### src/rtl/vga_sync_gen.sv
// VGA raster timing generator: pixel/line counters, delayed sync pulses,
// line/frame strobes and a wrapping frame counter on the 25 MHz pixel clock.
module vga_sync_gen #(
   parameter int   H_ACTIVE   = 640,
   parameter int   H_FP       = 16,
   parameter int   H_SYNC     = 96,
   parameter int   H_BP       = 48,
   parameter int   V_ACTIVE   = 480,
   parameter int   V_FP       = 10,
   parameter int   V_SYNC     = 2,
   parameter int   V_BP       = 33,
   parameter logic HS_POL     = 1'b0,
   parameter logic VS_POL     = 1'b0,
   parameter int   SYNC_DELAY = 1
) (
   input  logic       clk25,
   input  logic       Reset,
   input  logic       en,
   output logic [9:0] xpos,
   output logic [9:0] ypos,
   output logic       visible,
   output logic       hsync,
   output logic       vsync,
   output logic       line_start,
   output logic       frame_end,
   output logic [7:0] frame_count
);

   localparam int H_TOTAL = H_ACTIVE + H_FP + H_SYNC + H_BP;
   localparam int V_TOTAL = V_ACTIVE + V_FP + V_SYNC + V_BP;

   if (H_TOTAL > 1024 || V_TOTAL > 1024) begin : g_bad_total
      $fatal(1, "vga_sync_gen: H_TOTAL/V_TOTAL exceed the 10-bit counter range");
   end
   if (SYNC_DELAY < 1 || SYNC_DELAY > 4) begin : g_bad_delay
      $fatal(1, "vga_sync_gen: SYNC_DELAY must be 1..4");
   end

   localparam logic [9:0]  H_MAX    = 10'(H_TOTAL - 1);
   localparam logic [9:0]  V_MAX    = 10'(V_TOTAL - 1);
   localparam logic [10:0] H_ACT    = 11'(H_ACTIVE);
   localparam logic [10:0] V_ACT    = 11'(V_ACTIVE);
   localparam logic [10:0] HS_START = 11'(H_ACTIVE + H_FP);
   localparam logic [10:0] HS_END   = 11'(H_ACTIVE + H_FP + H_SYNC);
   localparam logic [10:0] VS_START = 11'(V_ACTIVE + V_FP);
   localparam logic [10:0] VS_END   = 11'(V_ACTIVE + V_FP + V_SYNC);

   logic [9:0]            x_r, y_r, x_next_s, y_next_s;
   logic [7:0]            fc_r, fc_next_s;
   logic                  hs_raw_s, vs_raw_s;
   logic [SYNC_DELAY-1:0] hs_pipe_r, vs_pipe_r;

   // Next raster position; the frame counter advances on the final pixel of the frame.
   always_comb begin
      x_next_s  = x_r;
      y_next_s  = y_r;
      fc_next_s = fc_r;
      if (x_r == H_MAX) begin
         x_next_s = 10'd0;
         if (y_r == V_MAX) begin
            y_next_s  = 10'd0;
            fc_next_s = fc_r + 8'd1;
         end else begin
            y_next_s  = y_r + 10'd1;
         end
      end else begin
         x_next_s = x_r + 10'd1;
      end
   end

   // Raw sync decode; vsync is evaluated per pixel so its edges fall at xpos == 0.
   always_comb begin
      hs_raw_s = ~HS_POL;
      vs_raw_s = ~VS_POL;
      if (({1'b0, x_r} >= HS_START) && ({1'b0, x_r} < HS_END)) begin
         hs_raw_s = HS_POL;
      end else begin
         hs_raw_s = ~HS_POL;
      end
      if (({1'b0, y_r} >= VS_START) && ({1'b0, y_r} < VS_END)) begin
         vs_raw_s = VS_POL;
      end else begin
         vs_raw_s = ~VS_POL;
      end
   end

   // Counter and sync-delay registers; everything freezes while en is low.
   always_ff @(posedge clk25 or negedge Reset) begin
      if (!Reset) begin
         x_r       <= 10'd0;
         y_r       <= 10'd0;
         fc_r      <= 8'd0;
         hs_pipe_r <= {SYNC_DELAY{~HS_POL}};
         vs_pipe_r <= {SYNC_DELAY{~VS_POL}};
      end else if (en) begin
         x_r          <= x_next_s;
         y_r          <= y_next_s;
         fc_r         <= fc_next_s;
         hs_pipe_r[0] <= hs_raw_s;
         vs_pipe_r[0] <= vs_raw_s;
         for (int i = 1; i < SYNC_DELAY; i++) begin
            hs_pipe_r[i] <= hs_pipe_r[i-1];
            vs_pipe_r[i] <= vs_pipe_r[i-1];
         end
      end
   end

   assign xpos        = x_r;
   assign ypos        = y_r;
   assign frame_count = fc_r;
   assign hsync       = hs_pipe_r[SYNC_DELAY-1];
   assign vsync       = vs_pipe_r[SYNC_DELAY-1];
   assign visible     = ({1'b0, x_r} < H_ACT) && ({1'b0, y_r} < V_ACT);
   assign line_start  = (x_r == 10'd0);
   assign frame_end   = (x_r == 10'd0) && ({1'b0, y_r} == V_ACT);

endmodule

### config.mk
export PLATFORM = sky130hd
export DESIGN_NAME = vga_sync_gen
export DESIGN_NICKNAME = d
export VERILOG_FILES = /design/src/rtl/vga_sync_gen.sv
export SDC_FILE = /design/constraint.sdc
export NUM_CORES = 1
export LEC_CHECK = 0
export BUFFER_PORTS_ARGS = -buffer_cell sky130_fd_sc_hd__buf_2
export CAP_MARGIN = 20
export CORE_AREA = 4 4 61 63
export DETAILED_ROUTE_END_ITERATION = 10
export DIE_AREA = 0 0 65 67
export PLACE_DENSITY = 0.79
export SETUP_SLACK_MARGIN = 0.3
export SLEW_MARGIN = 20
export SYNTH_ARGS = -nofsm -noshare
export SYNTH_HDL_FRONTEND = slang
export SYNTH_SLANG_ARGS = --single-unit
### constraint.sdc
create_clock -name clk25 -period 1.9 [get_ports clk25]
set_input_delay 0.19 -clock clk25 [delete_from_list [all_inputs] [get_ports clk25]]
set_output_delay 0.19 -clock clk25 [all_outputs]
set_load 0.1 [all_outputs]
# ---- After elaboration in Yosys (flattened, before gate mapping)
# Cells that the tools add are included.
dict set report word_totals {
  regBits 30
  output_inout_bits 33
}
dict set report op_classes {
  add_sub_neg 3
  order_cmp 6
  n_eq_ne 3
  n_mux 4
  n_reduce_logical 7
}
# cell n
set ops {}
lappend ops {{$add 10x1->10 const B} 2}
lappend ops {{$eq 10x10->1 const B} 2}
lappend ops {{$lt 10x10->1 const B} 2}
lappend ops {{$lt 10x9->1 const B} 2}
lappend ops {{$mux 10} 2}
lappend ops {{$eq 10x9->1 const B} 1}
lappend ops {{$ge 10x10->1 const B} 1}
lappend ops {{$ge 10x9->1 const B} 1}
lappend ops {{$logic_not 10->1} 1}
lappend ops {{$add 8x1->8 const B} 1}
lappend ops {{$logic_and 1x1->1} 4}
lappend ops {{$reduce_and 3->1} 1}
lappend ops {{$mux 1} 2}
lappend ops {{$reduce_and 2->1} 1}

# ---- Depth between registers and ports, before layout
dict set report depth {
  word_depth 3
  depth_mapped 6
  mapped_depth_nobuf 6
}

# ---- Worst setup path before layout
# OpenSTA, ideal clock, no wires.
dict set report synth_path {
  path_kind {register to output}
  startpoint {register x_r[0], in the netlist xpos[0]}
  endpoint {output port frame_end}
  arrival_time_ns 6.624
  required_time_ns 1.710
  setup_slack_ns -4.914
  path_stages_with_launch 7
  cell_sequence {dfrtp_1 > inv_1 > ha_1 > nor4b_1 > nand2_1 > nor3_1 > nor4b_1}
}
dict set report synth_between {
  elab_chain_len 2
}
# element line_no
set synth_lines {}
lappend synth_lines {{from (decl)} 48} ;# logic [9:0] x_r, y_r, x_next_s, y_next_s;
lappend synth_lines {{from (signal assigned)} 96} ;# x_r <= x_next_s;
lappend synth_lines {{$logic_not 10->1} n/a}
lappend synth_lines {{via line_start} 24} ;# output logic line_start,
lappend synth_lines {{$logic_and 1x1->1} 115} ;# assign frame_end = (x_r == 10'd0) && ({1'b0, y_r} == V_ACT);
lappend synth_lines {{to (decl)} 25} ;# output logic frame_end,
# The timed path passes the listed nets, and every way through them passes these cells.

# ---- Final worst setup path
dict set report layout_path {
  startpoint {register x_r[0], in the netlist xpos[0]}
  endpoint {output port frame_end}
}
dict set report layout_between {
  elab_chain_len 2
}
# element line_no
set layout_lines {}
lappend layout_lines {{$logic_not 10->1} 115}
lappend layout_lines {{$logic_and 1x1->1} 115}
# No other way between the ends.

==> summary.md <==
| Metric | Value |
|---|---|
| Crit end category | primary output |
| Sequential share of the synthesized area | 45.4% |
| CP max stage delay | 0.51 ns |
| Die Y | 67 um |
| Worst EP arrival | 1.97 ns |
| GP Congestion | 0.846 |
| Clock sinks | 30 |
| IO buf count | 35 |
| Worst slew pin tran | ~0.66 ns |
| Congestion Overflow GR | 0 |
| Tmin final | 2.16 ns |
| GRT met1 Usage | 25.9% |
| Post-Synthesis Net Count | 170 |
| Vias | 1449 |
| Post-route antenna net violation count | 0 |
| Max_cap viols | 0 |
| Initial Util | 51.3% |
| Vias per Instance | 5.57 |
| CTS tree | yes |
| Pre-Repair DR Iteration Count | 4 |
| Root buf cell | clkbuf_4 |
| Achievable clock frequency | 464 MHz |
| Row count | 21 |
| Mapped Area | 0.00166 mm2 |
| Initial DRC count | 86 |
| IO Count | 36 |
| Async SR Flop Fraction | 100% |
| Gate Count Post-Synth | between 150 and 200 |
| Nets | 222 |
| Failing checks | negative setup slack |
| Grt met2 use | 38.6% |
| Final Routed Wirelength | 4230 um |
| RSZ-0062 raised after global routing | yes |
| Die width | 65 um |
| YS warnings | 0 |
| Syn Area/Cell | 10.3 um2 |
| Final Hold Fails | 0 |
| Clock buffer depth | 2 |
| CP Max Fanout | 2 |
| Fillcell total | 240 |
| H-tree levels | 2 |
| Tcrit/Tclk final | 113% |
| Worst path most repeated cell | nor4b_4 |
| CP required | 1.71 ns |
| Residual DRC | 0 |
| Delay-heaviest family, CP | simple AND/OR/NAND/NOR gates |
| Slowest CP cell | dfrtp_4 |
| Prevailing post-synth register cell | dfrtp_1 |
| Final TNS setup | -0.401 ns |
| Initial antenna violation count | 0 |
| Core Area | 0.00323 mm2 |
| Die area | 0.00436 mm2 |
| Peak VDD IR | 0.597 mV |
| Worst-path cell chain | inv_4 > ha_4 > nor4b_4 > nand2_1 > nor3_4 > nor4b_4 > buf_12 |
| Startpoint Class | flop |
| Clock Skew | 0.0149 ns |
| Status | finished with violations |
| CTS buffer count | 5 |
| Worst Path Buf+Inv | 2 |
| N_diodes | 0 |
| PD cells | 877 mW/mm2 |
| Total GRT Usage | 22.3% |
| Clock slew at reported path FFs | roughly 0.10 ns |
| Fin. max-slew vios | 0 |
| Share of layout cells above drive strength 1 | 52.3% |
| Largest net degree at the start of global routing | 31 |
| First-pass GRT wire length | between 7000 and 8000 um |
| Worst min path class | input port to flop |
| Busiest grt layer | met2 |
| Leakage dissipation | 1.14 nW |
| Post-layout util | between 70% and 80% |
| Hpwl dp | 2750 um |
| Grt met3 use | 4.72% |
| Setup CP Type | flop to primary output |
| Post-synth EDFFs | 0 |
| Worst skew pair latency | 0.35 ns |
| Final setup margin | -0.255 ns |
| Netlist cell types | 39 |
| Vias in the first global route | 1466 |
| Syn-to-layout area delta | 41.4% |
| FF+latch count, synth | 30 |
| Final setup vio count | 2 |
| Max transition margin | 55.7% |
| Wirelength per Cell | 16.3 um |
==> flip-flops by register name, indices dropped and copies added (netlist names) <==
name / cells
xpos: 10
ypos: 10
frame_count: 8
hsync: 1
vsync: 1
==> cell usage after synthesis (3+ instances only) <==
cell type	instances	area, um2
nor4_2	4	50.1
nand3_1	8	40.0
a21oi_1	5	25.0
and3_1	5	31.3
ha_1	6	75.1
o21ai_0	6	30.0
dfrtp_1	28	701
or3_1	3	18.8
nor2_1	7	26.3
nor4b_1	4	35.0
nor3_1	8	40.0
nand4_1	4	25.0
buf_2	3	15.0
inv_1	12	45.0
nand2_1	14	52.6
xor2_1	12	105
xnor2_1	5	43.8
==> area by class of cell <==
| type | instances | area, um2 | share of cell area [%] |
|---|---|---|---|
| repair buffers | 50 | 365 | 15.6 |
| inverters | 12 | 50.0 | 2.13 |
| clock buffers | 6 | 41.3 | 1.76 |
| clock inverters | 2 | 10.0 | 0.427 |
| flip-flops and latches | 30 | 808 | 34.5 |
| multi-input cells | 114 | 1010 | 43.2 |
| well taps | 46 | 57.6 | 2.45 |
==> per-stage QoR <==
| stage | instance area (um2) | total power, mW | setup slack (ns) | hold slack (ns) | cells |
|---|---|---|---|---|---|
| after global routing | 2340 | 2.15 | -0.371 | 0.193 | 260 |
| after detailed placement | 2040 | 1.58 | 0.0219 | 0.261 | 243 |
| after floorplan | 1770 | 1.43 | -1.40 | -0.106 | 161 |
| after CTS | 2240 | 1.98 | -0.324 | 0.147 | 258 |
| after global placement | 2040 | 1.55 | 0.0981 | 0.252 | 243 |
| final | 2340 | 2.06 | -0.255 | 0.159 | 260 |
==> cells in the final DEF (no fill, tap or decap), drive strengths merged, types with 2 or more instances in the layout <==
cell | netlist | routed
buf | 4 | 49
dfrtp | 28 | 28
nand2 | 14 | 14
xor2 | 12 | 12
inv | 12 | 12
nand3 | 9 | 9
o21ai | 8 | 8
nor3 | 8 | 8
nor2 | 7 | 7
clkbuf | 1 | 6
nand4 | 6 | 6
ha | 6 | 6
xnor2 | 5 | 5
nor4 | 5 | 5
and3 | 5 | 5
a21oi | 5 | 5
nor4b | 4 | 4
or3 | 3 | 3
and4b | 2 | 2
or3b | 2 | 2
clkinv | 0 | 2
dfstp | 2 | 2
and4 | 2 | 2
==> worst reg2reg max path: stages, from the launching register on <==
cell and delay [ns]:
dfrtp_4 0.45, buf_4 0.11, buf_6 0.10, ha_4 0.16
and4_4 0.21, nand4_1 0.17, buf_4 0.21, nor3_4 0.17
xor2_1 0.17
==> what timing repair did <==
item,CTS,global route
hold buffers,1,0
buffers inserted,6,2
endpoints found under the hold margin,28,0
gates resized for setup,20,21
endpoints found under the setup margin,23,25
cloned,0,0
pin swaps,14,5
==> kinds of logic (layout without fill, tap and decap cells) <==
kind of cell | after synthesis | after routing | share of synthesized area, %
muxes | 2 | 2 | 1.28
adders and majority gates | 6 | 6 | 4.53
DFF | 30 | 30 | 45.4
and+or+nand+nor | 70 | 70 | 28.5
buffers and inverters | 17 | 70 | 4.53
xor gates and xnor gates | 17 | 17 | 8.98
AOI/OAI and AO/OA | 19 | 19 | 6.72
==> metal layers <==
| layer | up-vias | part of all wire, % |
|---|---|---|
| li1 | 683 | - |
| met1 | 718 | 40 |
| met2 | 40 | 54 |
| met3 | 8 | 4.2 |
| met4 | 0 | 1.9 |
| met5 | - | 0 |
==> final timing paths <==
| check | from | to | slack (ns) | cells past startpoint |
|---|---|---|---|---|
| hold reg to reg | frame_count[7]$_DFFE_PN0P_ | frame_count[7]$_DFFE_PN0P_ | 0.46 | 1 |
| setup reg to reg | xpos[0]$_DFFE_PN0P_ | ypos[6]$_DFFE_PN0P_ | 0.05 | 8 |
| min in group asynchronous | Reset | xpos[0]$_DFFE_PN0P_ | 0.40 | 2 |
| hold / removal | en | hsync$_DFFE_PN1P_ | 0.16 | 2 |
| max in group asynchronous | Reset | ypos[5]$_DFFE_PN0P_ | 0.99 | 2 |
| setup / recovery | xpos[0]$_DFFE_PN0P_ | frame_end | -0.26 | 7 |
==> power by group <==
group	internal [mW]	switching, mW
Sequential	0.720	0.131
Clock	0.141	0.232
Combinational	0.214	0.618
Total	1.07	0.982
Power figures use the tool's default switching activity.
